<file path="src/rtl/fa_bist_pkg.sv">
// Shared types, constants and the reference full-adder function for the
// full-adder BIST engine and any future checkers of the same interface.
package fa_bist_pkg;

  typedef enum logic [1:0] {
    IDLE  = 2'd0,
    DRIVE = 2'd1,
    CHECK = 2'd2,
    DONE  = 2'd3
  } fa_state_e;

  localparam int NUM_VEC = 8;
  localparam int VEC_W   = 3;

  // Vector bit mapping: cin = v[2], a = v[1], b = v[0]; result is {cout, sum}.
  function automatic logic [1:0] fa_expect(input logic [VEC_W-1:0] v);
    logic cin_v, a_v, b_v;
    cin_v = v[2];
    a_v   = v[1];
    b_v   = v[0];
    return {(a_v & b_v) | (a_v & cin_v) | (b_v & cin_v), a_v ^ b_v ^ cin_v};
  endfunction

endpackage

</file>
<file path="src/rtl/fa_golden.sv">
// Combinational golden full adder indexed by the 3-bit stimulus vector.
module fa_golden
  import fa_bist_pkg::*;
(
  input  logic [VEC_W-1:0] vec,
  output logic             cout_exp,
  output logic             sum_exp
);

  assign {cout_exp, sum_exp} = fa_expect(vec);

endmodule

</file>
<file path="src/rtl/fa_bist.sv">
// Stimulus/response BIST for a 1-bit full adder: walks all 8 input vectors,
// compares COUT/SUM against the golden model and reports the run result.
module fa_bist
  import fa_bist_pkg::*;
#(
  parameter int SETTLE = 2,
  parameter int CNT_W  = 4
) (
  input  logic       clk,
  input  logic       rst,
  input  logic       start,
  output logic       a,
  output logic       b,
  output logic       cin,
  input  logic       cout,
  input  logic       sum,
  output logic       busy,
  output logic       done,
  output logic       pass,
  output logic [3:0] err_count,
  output logic [2:0] first_fail_vec
);

  localparam logic [CNT_W-1:0] SETTLE_LAST = CNT_W'(SETTLE - 1);
  localparam logic [VEC_W-1:0] VEC_LAST    = VEC_W'(NUM_VEC - 1);

  fa_state_e        state_q, state_d;
  logic [VEC_W-1:0] vec_q, vec_d;
  logic [CNT_W-1:0] cnt_q, cnt_d;
  logic             a_q, a_d, b_q, b_d, cin_q, cin_d;
  logic             busy_q, busy_d, done_q, done_d, pass_q, pass_d;
  logic [3:0]       err_q, err_d;
  logic [2:0]       ffv_q, ffv_d;
  logic             cout_exp, sum_exp, mismatch;

  fa_golden u_golden (
    .vec      (vec_q),
    .cout_exp (cout_exp),
    .sum_exp  (sum_exp)
  );

  // A double-bit error still counts as a single failing vector.
  assign mismatch = (cout != cout_exp) || (sum != sum_exp);

  always_comb begin
    state_d = state_q;
    vec_d   = vec_q;
    cnt_d   = cnt_q;
    a_d     = a_q;
    b_d     = b_q;
    cin_d   = cin_q;
    busy_d  = busy_q;
    done_d  = 1'b0;
    pass_d  = pass_q;
    err_d   = err_q;
    ffv_d   = ffv_q;
    case (state_q)
      IDLE: begin
        if (start) begin
          state_d           = DRIVE;
          vec_d             = '0;
          cnt_d             = '0;
          {cin_d, a_d, b_d} = '0;
          busy_d            = 1'b1;
          pass_d            = 1'b0;
          err_d             = '0;
          ffv_d             = '0;
        end
      end
      DRIVE: begin
        if (cnt_q == SETTLE_LAST) begin
          cnt_d   = '0;
          state_d = CHECK;
        end else begin
          cnt_d = cnt_q + CNT_W'(1);
        end
      end
      CHECK: begin
        if (mismatch) begin
          err_d = err_q + 4'd1;
          if (err_q == 4'd0) begin
            ffv_d = vec_q;
          end
        end
        if (vec_q == VEC_LAST) begin
          state_d           = DONE;
          busy_d            = 1'b0;
          done_d            = 1'b1;
          pass_d            = (err_d == 4'd0);
          {cin_d, a_d, b_d} = '0;
        end else begin
          // Stimulus registers load the next vector together with the index.
          vec_d             = vec_q + VEC_W'(1);
          {cin_d, a_d, b_d} = vec_q + VEC_W'(1);
          state_d           = DRIVE;
        end
      end
      DONE: begin
        state_d = IDLE;
      end
      default: begin
        state_d = IDLE;
      end
    endcase
  end

  always_ff @(posedge clk) begin
    if (rst) begin
      state_q <= IDLE;
      vec_q   <= '0;
      cnt_q   <= '0;
      a_q     <= 1'b0;
      b_q     <= 1'b0;
      cin_q   <= 1'b0;
      busy_q  <= 1'b0;
      done_q  <= 1'b0;
      pass_q  <= 1'b0;
      err_q   <= '0;
      ffv_q   <= '0;
    end else begin
      state_q <= state_d;
      vec_q   <= vec_d;
      cnt_q   <= cnt_d;
      a_q     <= a_d;
      b_q     <= b_d;
      cin_q   <= cin_d;
      busy_q  <= busy_d;
      done_q  <= done_d;
      pass_q  <= pass_d;
      err_q   <= err_d;
      ffv_q   <= ffv_d;
    end
  end

  assign a              = a_q;
  assign b              = b_q;
  assign cin            = cin_q;
  assign busy           = busy_q;
  assign done           = done_q;
  assign pass           = pass_q;
  assign err_count      = err_q;
  assign first_fail_vec = ffv_q;

endmodule
</file>
<file path="config.mk">
export PLATFORM = sky130hd
export DESIGN_NAME = fa_bist
export DESIGN_NICKNAME = d
export VERILOG_FILES = /design/src/rtl/fa_bist_pkg.sv /design/src/rtl/fa_golden.sv /design/src/rtl/fa_bist.sv
export SDC_FILE = /design/constraint.sdc
export NUM_CORES = 1
export LEC_CHECK = 0
export ABC_AREA = 1
export BUFFER_PORTS_ARGS = -buffer_cell sky130_fd_sc_hd__buf_2
export CAP_MARGIN = 10
export CORE_MARGIN = 5
export CORE_UTILIZATION = 49
export DETAILED_ROUTE_END_ITERATION = 10
export PLACE_DENSITY_LB_ADDON = 0.12
export SYNTH_ARGS = -nofsm -noshare
export SYNTH_HDL_FRONTEND = slang
export SYNTH_SLANG_ARGS = --single-unit
</file>
<file path="constraint.sdc">
create_clock -name clk -period 1.8 [get_ports clk]
set_input_delay 0.09 -clock clk [delete_from_list [all_inputs] [get_ports clk]]
set_output_delay 0.09 -clock clk [all_outputs]
set_load 0.05 [all_outputs]
</file>
==> results.md, run 1 <==
* DP Area at 1260 sq um
* Total area of sequential cells at 443 sq um
* TritonCTS clock tree: built
* Worst-Margin Slew at 0.377 ns
* Startpoint Class: flop
* Area grow syn2layout at 22.2%
* Maximum clock frequency at 569 MHz
* Power Density at 847 nW/um^2
* Synth Instances at 151
* Arrival time at the worst endpoint at 1.97 ns
* Data required time at the worst endpoint at 2.02 ns
* Period Utilization, post-route at 97.6%
* Count of placed standard cells in the final layout, fillers left out at 204
* Total via count after detailed routing at 1037
* Highest ir drop seen on vdd at 0.659 mV
* Vias in the first global route at 983
* Top cells by area, synth: dfxtp_1 (39%), nand2_1 (13%), a21oi_1 (8.0%), inv_1 (6.4%), ha_1 (4.5%)
* Drt first pass iters at 4
* Final setup violating endpoints at 0
* Proportion of total power due to net switching at 30.5%
* Leak pwr at 0.000649 uW
* Total of flip-flops plus latches after synthesis at 22
* Largest clock skew in the final design at 0.00232 ns
* Critical path buffer and inverter count at 3
* Filler Cells Inserted at 206
* Number of diodes at 0
* Antenna Violating Nets Remaining at 0
* Mean number of vias per cell at 5.08
* Number of antenna violations at the first check in global routing at 0
* Worst setup startpoint: vec_q[2]
* Logic depth of the worst path, buffers included at 11
* I/O Pins at 18
* Setup slack on the worst flop-to-flop path at 0.04 ns
* Footprint of the multi-input gates at 614 sq um
* Delay of the slowest critical-path stage at 0.55 ns
* Vertical die dimension at 57.8 um
* Hold buffer count at cts at 0
* Unique masters post-synth at 30
* Drt first-iter violations at 26
* Clk sink count at 22
* Launch point of the worst reg-to-reg path: vec_q[2]
* Number of synthesized flops with an enable pin at 0
* Global Route Usage Sum at 15.9%
* Library cell contributing the largest single delay on the critical path: fa_1
* Wire length reported by the detailed router at 2.44 mm
* Number of nets produced by synthesis at 161
* Die Span X at 57.8 um
* Portion of synthesized cell area occupied by the leading cell type at 39.3%
* R2r worst-path depth at 11
* Destination of the critical timing path: first_fail_vec[1]
* NetSw at 354 uW
* FFs w/ async S/R, synth at 0%
* CTS clk-pin slew, worst paths at 0.13 ns
* Slew headroom at 74.9%
* Synth Area per Inst at 7.42 sq um
* Number of design rule violations left after detail routing at 0
* Wire length per cell after detailed routing at 11.9 um
* Total grt overflow at 0
* Clock Tree Buf Depth at 2
* Largest driver fanout on the critical path at 5
* Sequential share of power at 45.8%
* Clock root buffer: clkbuf_4
* Die Footprint at 3340 sq um
* Library cell occupying the most area in the post-synthesis netlist: dfxtp_1
* Initial Utilization at 51.1%
* Cells traversed along the worst timing path: inv_2, fa_1, inv_1, nand2_1, nand2_2, nand2_2, nand3_2, nand2_2, inv_2, a21oi_1, nor2_1
* Capturing point of the worst reg2reg path: first_fail_vec[1]
* Number of H-tree levels at 1
* Kind of capture point of the worst setup path: flop
* Yosys warnings at 0
* Cells on Worst Hold Path at 2
* Maximum number of pins on one net before global-route repair at 20
* Row Count at 17
* Share of layout cells above drive strength 1 at 30.7%
* Dpl hpwl at 1.77 mm
* Port bufs at 17
* Finished layout cell area at 1370 sq um
* Final estimated routing congestion in global placement at 0.815
* Power Internal at 806 uW
* Post-synth top flop: dfxtp_1
* Total count of hold-check failures in the final report at 0
* Proportion of power drawn by the clock network at 33.3%
* Cell type with the highest occurrence count on the critical path: nand2_2
* Final layout net count at 187
* Insertion delay to the later sink of the worst-skew pair at 0.31 ns
* Core Area at 2190 sq um
* Number of placed instances, taps included at 199
* Hold slack final at 0.162 ns
* Final slew viol count at 0
* Critical path class: reg -> reg
* Max cap viols at 0
* Part of the Yosys area used for sequential elements at 39.3%
* Run status: finished clean
* Post-Syn Area at 1120 sq um
* Most used standard cell by instance count after synthesis: nand2_1
* Largest delay share family, worst path: adder cells
* Setup Total Neg Slack at 0 ns
* Combinational group share of total power at 20.9%
* Leading post-synthesis cells by instance count: nand2_1 (38), dfxtp_1 (22), inv_1 (19)
* Number of buffers created by CTS at 3
* Minimum period implied by the final worst setup slack at 1.76 ns
* HP Class: in -> reg
* RSZ-0062 raised after global routing: true
* Wire length of the first global-routing pass at 4.17 mm
-- layout make-up --
class | instances | share of cell area [%]
multi-input cells | 104 | 44.9
inverters | 22 | 6.03
flip-flops and latches | 22 | 32.4
clock inverters | 1 | 2.19
well taps | 28 | 2.56
repair buffers | 24 | 10.3
clock buffers | 3 | 1.65
-- per-layer routing --
metal / vias to the layer above / wire [um] / track usage [%]
met5: - / 0 / 0
met4: 0 / 17 / 5.96
met3: 2 / 80 / 2.90
met2: 14 / 1160 / 25.6
met1: 484 / 1180 / 21.0
li1: 537 / - / -
-- power groups by stage --
stage | logic (uW) | registers (uW) | clock network, uW
after floorplan | 126 | 589 | 0
after global placement | 225 | 540 | 0
after detailed placement | 230 | 541 | 0
after CTS | 232 | 531 | 394
after global routing | 266 | 535 | 422
final | 243 | 531 | 386
-- cells by family after synthesis --
| group | count (synthesis) | share of synthesized area [%] |
|---|---|---|
| buffers and inverters | 25 | 9.16 |
| flip-flops | 22 | 39.3 |
| XOR/XNOR | 1 | 0.782 |
| adder cells (fa/ha/maj) | 5 | 6.26 |
| AO/OA/AOI/OAI | 29 | 15.3 |
| AND/OR/NAND/NOR | 69 | 29.2 |
-- cell usage in the layout (no fill, tap or decap), types with 2 or more instances in the layout --
master    netlist  final
a21oi_1        18     16
a21oi_2         1      3
buf_2           1     17
buf_4           0      6
clkbuf_4        0      3
dfxtp_1        22     20
dfxtp_2         0      2
ha_1            4      4
inv_1          19     18
inv_2           3      4
nand2_1        38     35
nand2_2         3      6
nand3_1         9      6
nand3_2         1      3
nor2_1         10     10
nor2_4          3      3
o21ai_0         3      3
-- repair_timing --
item / CTS / global route
pin swaps: 0 / 11
endpoints found under the setup margin: 2 / 6
resized for setup: 1 / 12
cloned: 0 / 0
buffers inserted: 0 / 1
-- worst min path at each step --
stage	start	to
floorplan	rst	pass
global placement	b	b
detailed placement	a	a
CTS	rst	vec_q[2]
global route	rst	vec_q[2]
finish	rst	vec_q[2]
-- registers in the layout (all words and copies together) (netlist names), 2 cells and up --
name / flops
cnt_q: 4
err_count: 4
first_fail_vec: 3
state_q: 2
vec_q: 3
-- stage by stage --
step	util (%)	power (uW)	setup slack (ns)
final	62.5	1160	0.0438
after global placement	57.7	766	0.104
after floorplan	-	715	0.0532
after global routing	62.5	1220	-0.0951
after detailed placement	57.7	771	0.0290
after CTS	60.3	1160	0.00625
No activity file was read; power rests on OpenSTA's default activity.
==> run 2: changes to the inputs <==
- CORE_UTILIZATION: 49 -> 58
- clock period: 1.8 -> 2.08 ns (I/O delays scaled with it)
==> run 2 against run 1 <==
- wire length decreased by 7.2%
- fmax decreased by 5.4%
- sequential power down 13%
- die area fell by 13%
- first-iteration DRC count is 54% lower
- via count fell by 3.4%
- critical endpoint unchanged
- global-route usage grew 3.5 points
- clock power shrank 16%
- design area down 7.0%
- critical path type unchanged
- utilization up 8.9 points
- combinational power fell by 22%
==> results.md, run 2 (synthesized netlist as in run 1, its figures left out) <==
* Run status: finished clean
* Total Power at 975 uW
* Commonest non-fill, non-tap cells in the layout: nand2_1 (37), dfxtp_1 (21), inv_1 (19)
* Mean number of vias per cell at 5.16
* TritonCTS clock tree: built
* Clk sink count at 22
* I/O Pins at 18
* Hold Path Origin: rst
* Largest clock skew in the final design at 0.00641 ns
* Critical path class: reg -> reg
* Maximum clock frequency at 538 MHz
* RSZ-0062 raised after global routing: false
* Commonest non-fill, non-tap cell in the layout: nand2_1
* Cells on Worst Hold Path at 2
* Capturing point of the worst reg2reg path: first_fail_vec[1]
* Startpoint Class: flop
* Largest driver fanout on the critical path at 5
* Count of buffers added by post-CTS timing repair for setup at 0
* Port bufs at 17
* Maximum number of pins on one net before global-route repair at 20
* Number of buffers created by CTS at 3
* Worst-Margin Slew at 0.431 ns
* Share of layout cells above drive strength 1 at 22.5%
* Number of design rule violations left after detail routing at 0
* CTS clk-pin slew, worst paths at 0.13 ns
* Wire length per cell after detailed routing at 11.7 um
* Wire length reported by the detailed router at 2.26 mm
* HP Class: in -> reg
* Antenna Violating Nets Remaining at 0
* Slew headroom at 71.2%
* Vias in the first global route at 1015
* R2r worst-path depth at 11
* Die Span X at 53.9 um
* Insertion delay to the later sink of the worst-skew pair at 0.30 ns
* Final estimated routing congestion in global placement at 0.938
* Data required time at the worst endpoint at 2.29 ns
* Launch point of the worst reg-to-reg path: vec_q[0]
* Row Count at 15
* Final layout net count at 180
* Area grow syn2layout at 13.6%
* Total via count after detailed routing at 1002
* Minimum period implied by the final worst setup slack at 1.86 ns
* Endpoint, Worst Hold: pass
* Setup slack on the worst flop-to-flop path at 0.22 ns
* Drt first pass iters at 4
* Initial Utilization at 62.8%
* Leak pwr at 0.000611 uW
* Final setup violating endpoints at 0
* Setup Total Neg Slack at 0 ns
* Drt first-iter violations at 12
* Highest ir drop seen on vdd at 0.685 mV
* Total grt overflow at 0
* Die Footprint at 2910 sq um
* Clock Tree Buf Depth at 2
* Clock root buffer: clkbuf_4
* Vertical die dimension at 53.9 um
* Final slew viol count at 0
* Number of diodes at 0
* Max cap viols at 0
* Global Route Usage Sum at 19.4%
* Dpl hpwl at 1.67 mm
* Kind of capture point of the worst setup path: flop
* Power Density at 766 nW/um^2
* Total count of hold-check failures in the final report at 0
* Wire length of the first global-routing pass at 4.22 mm
* Period Utilization, post-route at 89.3%
* Core Area at 1780 sq um
* Number of antenna violations at the first check in global routing at 0
* Arrival time at the worst endpoint at 2.06 ns
* Number of H-tree levels at 1
## run 2: cell count changes in the layout (fill, tap and decap cells not counted), moves of 2 or more
cell     change
buf_4        -6
nand3_1      +3
a21oi_1      +2
a21oi_2      -2
nand2_1      +2
nand2_2      -2
nand3_2      -2
## run 2: worst max-delay path: stages (launching register included)
cell and delay (ns):
dfxtp_2 0.37, inv_1 0.07, fa_1 0.55, inv_1 0.04, nand2_1 0.05, nand2_1 0.12, nand2_2 0.13, nand3_1 0.09
nand2_2 0.12, inv_2 0.05, a21oi_1 0.12, nor2_1 0.05
## run 2: worst max path at each step
stage | slack, ns | cells past startpoint | start | to
2_1_floorplan | 0.33 | 11 | vec_q[0] | first_fail_vec[1]
3_3_place_gp | 0.25 | 11 | vec_q[0] | first_fail_vec[2]
3_5_place_dp | 0.18 | 11 | vec_q[0] | first_fail_vec[1]
4_1_cts | 0.15 | 11 | vec_q[0] | first_fail_vec[1]
5_1_grt | 0.02 | 11 | vec_q[1] | first_fail_vec[1]
6_report | 0.22 | 11 | vec_q[0] | first_fail_vec[1]
## run 2: per-layer routing
metal | up-vias | global-route usage (%) | part of all wire (%)
met5 | - | 0 | 0
met4 | 0 | 6.81 | 1.9
met3 | 6 | 4.16 | 3.8
met2 | 22 | 32.9 | 46
met1 | 456 | 24.1 | 48
li1 | 518 | - | -
## run 2: final cells by class
type | count | area [sq um]
multi-input cells | 104 | 579
repair buffers | 17 | 85.1
fillers | 152 | 510
flip-flops and latches | 22 | 442
inverters | 22 | 82.6
clock buffers | 3 | 22.5
well taps | 25 | 31.3
clock inverters | 1 | 30.0
## run 2: report_power, final
part	leakage (uW)	internal (uW)	total [uW]	switching, uW
registers	0.000179	443	460	17.2
clock network	0.0000279	195	325	131
logic	0.000404	49.1	190	141
## run 2: timing repair
action	4_1_cts	5_1_grt
hold buffers	0	0
resized for setup	0	2
setup endpoints to repair	0	3
## run 2: through the flow
step | hold WS, ns | utilization (%) | instance area (sq um) | worst slack (ns) | instances
2_1_floorplan | 0.360 | - | 1120 | 0.333 | 151
3_3_place_gp | 0.444 | 68.2 | 1220 | 0.250 | 190
3_5_place_dp | 0.453 | 68.2 | 1220 | 0.178 | 190
4_1_cts | 0.178 | 71.2 | 1270 | 0.153 | 194
5_1_grt | 0.189 | 71.4 | 1270 | 0.0171 | 194
6_report | 0.185 | 71.4 | 1270 | 0.223 | 194
==> run 3: changes to the inputs <==
- CORE_UTILIZATION: 58 -> 50
==> run 3 against run 2 <==
- total power decreased by 8.8%
- count of clock-buffer cells in the layout grew 1
- register-to-register slack hardly changed
- sequential cell count unchanged
- design area down 0.98%
- wire length grew 3.9%
- first-iteration DRC count grew 110%
- final cell count increased by 1.5%
- die area increased by 13%
- via count grew 1.7%
- sequential power is essentially flat
==> results.md, run 3 (synthesized netlist as in run 1, its figures left out) <==
* Run status: finished clean
* Vias in the first global route at 960
* TritonCTS clock tree: built
* Number of placed instances, taps included at 193
* Maximum clock frequency at 535 MHz
* Clock root buffer: clkbuf_4
* Final slew viol count at 0
* I/O Pins at 18
* Mean number of vias per cell at 5.17
* CTS clk-pin slew, worst paths at 0.12 ns
* Startpoint Class: flop
* Cells traversed along the worst timing path: inv_1, fa_1, inv_1, nand2_1, nand2_1, nand2_2, nand3_1, nand2_2, inv_2, a21oi_1, nor2_1
* Critical path class: reg -> reg
* Total grt overflow at 0
* Minimum period implied by the final worst setup slack at 1.87 ns
* Antenna Violating Nets Remaining at 0
* Port bufs at 17
* Kind of capture point of the worst setup path: flop
* Insertion delay to the later sink of the worst-skew pair at 0.31 ns
* Initial Utilization at 51.6%
* Power Density at 706 nW/um^2
* Wire length of the first global-routing pass at 4.11 mm
* Library cell contributing the largest single delay on the critical path: fa_1
* Clock Tree Buf Depth at 2
* Wire length per cell after detailed routing at 11.9 um
* Period Utilization, post-route at 89.8%
* Count of placed standard cells in the final layout, fillers left out at 197
* Dpl hpwl at 1.73 mm
* Total area of sequential cells at 442 sq um
* Worst-Margin Slew at 0.423 ns
* Drt first-iter violations at 25
* Final setup violating endpoints at 0
* Number of diodes at 0
* Footprint of the multi-input gates at 579 sq um
* Total Power at 890 uW
* Commonest non-fill, non-tap cell in the layout: nand2_1
* Highest ir drop seen on vdd at 0.453 mV
* Largest driver fanout on the critical path at 5
* Row Count at 17
* Number of design rule violations left after detail routing at 0
* Total count of hold-check failures in the final report at 0
* Arrival time at the worst endpoint at 2.08 ns
* Final layout net count at 180
* Drt first pass iters at 4
* Commonest non-fill, non-tap cells in the layout: nand2_1 (37), dfxtp_1 (21), inv_1 (19)
* Wire length reported by the detailed router at 2.35 mm
* Area grow syn2layout at 12.5%
* Count of buffers added by post-CTS timing repair for setup at 0
* HP Class: in -> reg
* Maximum number of pins on one net before global-route repair at 20
* Core Area at 2170 sq um
* Clk sink count at 22
* Filler Cells Inserted at 235
* Slew headroom at 71.7%
* Number of H-tree levels at 1
* Vertical die dimension at 57.3 um
* Die Span X at 57.3 um
* Number of resized instances in the post-cts repair step at 0
* Setup Total Neg Slack at 0 ns
* Number of buffers created by CTS at 3
* Hold buffer count at cts at 0
* Largest clock skew in the final design at 0.00435 ns
* Delay of the slowest critical-path stage at 0.55 ns
* Die Footprint at 3290 sq um
* Total via count after detailed routing at 1019
* Share of layout cells above drive strength 1 at 22.5%
* Max cap viols at 0
* Data required time at the worst endpoint at 2.30 ns
* Global Route Usage Sum at 15.7%
* Final estimated routing congestion in global placement at 0.793
* Hold slack final at 0.165 ns
* Number of antenna violations at the first check in global routing at 0
* RSZ-0062 raised after global routing: false
* Leak pwr at 0.000604 uW
run 3: final timing paths:
| check | slack (ns) | startpoint | cells past startpoint | endpoint |
|---|---|---|---|---|
| setup / recovery | 0.21 | vec_q[0] | 11 | first_fail_vec[1] |
| setup reg to reg | 0.21 | vec_q[0] | 11 | first_fail_vec[1] |
| hold reg to reg | 0.47 | a | 2 | a |
| hold / removal | 0.17 | rst | 2 | done |
run 3: critical path: cells and delay by family (launching register included):
family | cells | cell delay (ns)
and+or+nand+nor | 6 | 0.57
adders and majority gates | 1 | 0.55
DFF | 1 | 0.38
buffers and inverters | 3 | 0.17
AOI/OAI and AO/OA | 1 | 0.11
run 3: area by class of cell:
cell class | count | share of cell area, %
clock buffers | 4 | 2.88
repair buffers | 17 | 6.75
well taps | 28 | 2.78
flip-flops and latches | 22 | 35.1
inverters | 22 | 6.55
multi-input cells | 104 | 46.0
run 3: power breakdown:
group	switching (uW)	internal [uW]	total (uW)
combinational	141	49.1	190
clock	133	107	240
sequential	17.3	443	460
total	291	599	890
run 3: routing by layer:
layer	vias to the layer above	global-route usage, %	wire length [um]
met5	-	0	0
met4	0	6.95	41
met3	6	2.49	120
met2	22	25.9	1130
met1	470	20.1	1060
li1	521	-	-
run 3: stage by stage:
step	worst slack (ns)	area [sq um]	utilization, %
3_3_place_gp	0.241	1220	56.2
6_report	0.212	1260	58.1
5_1_grt	0.0226	1260	58.1
2_1_floorplan	0.333	1120	-
4_1_cts	0.153	1260	57.9
3_5_place_dp	0.179	1220	56.2
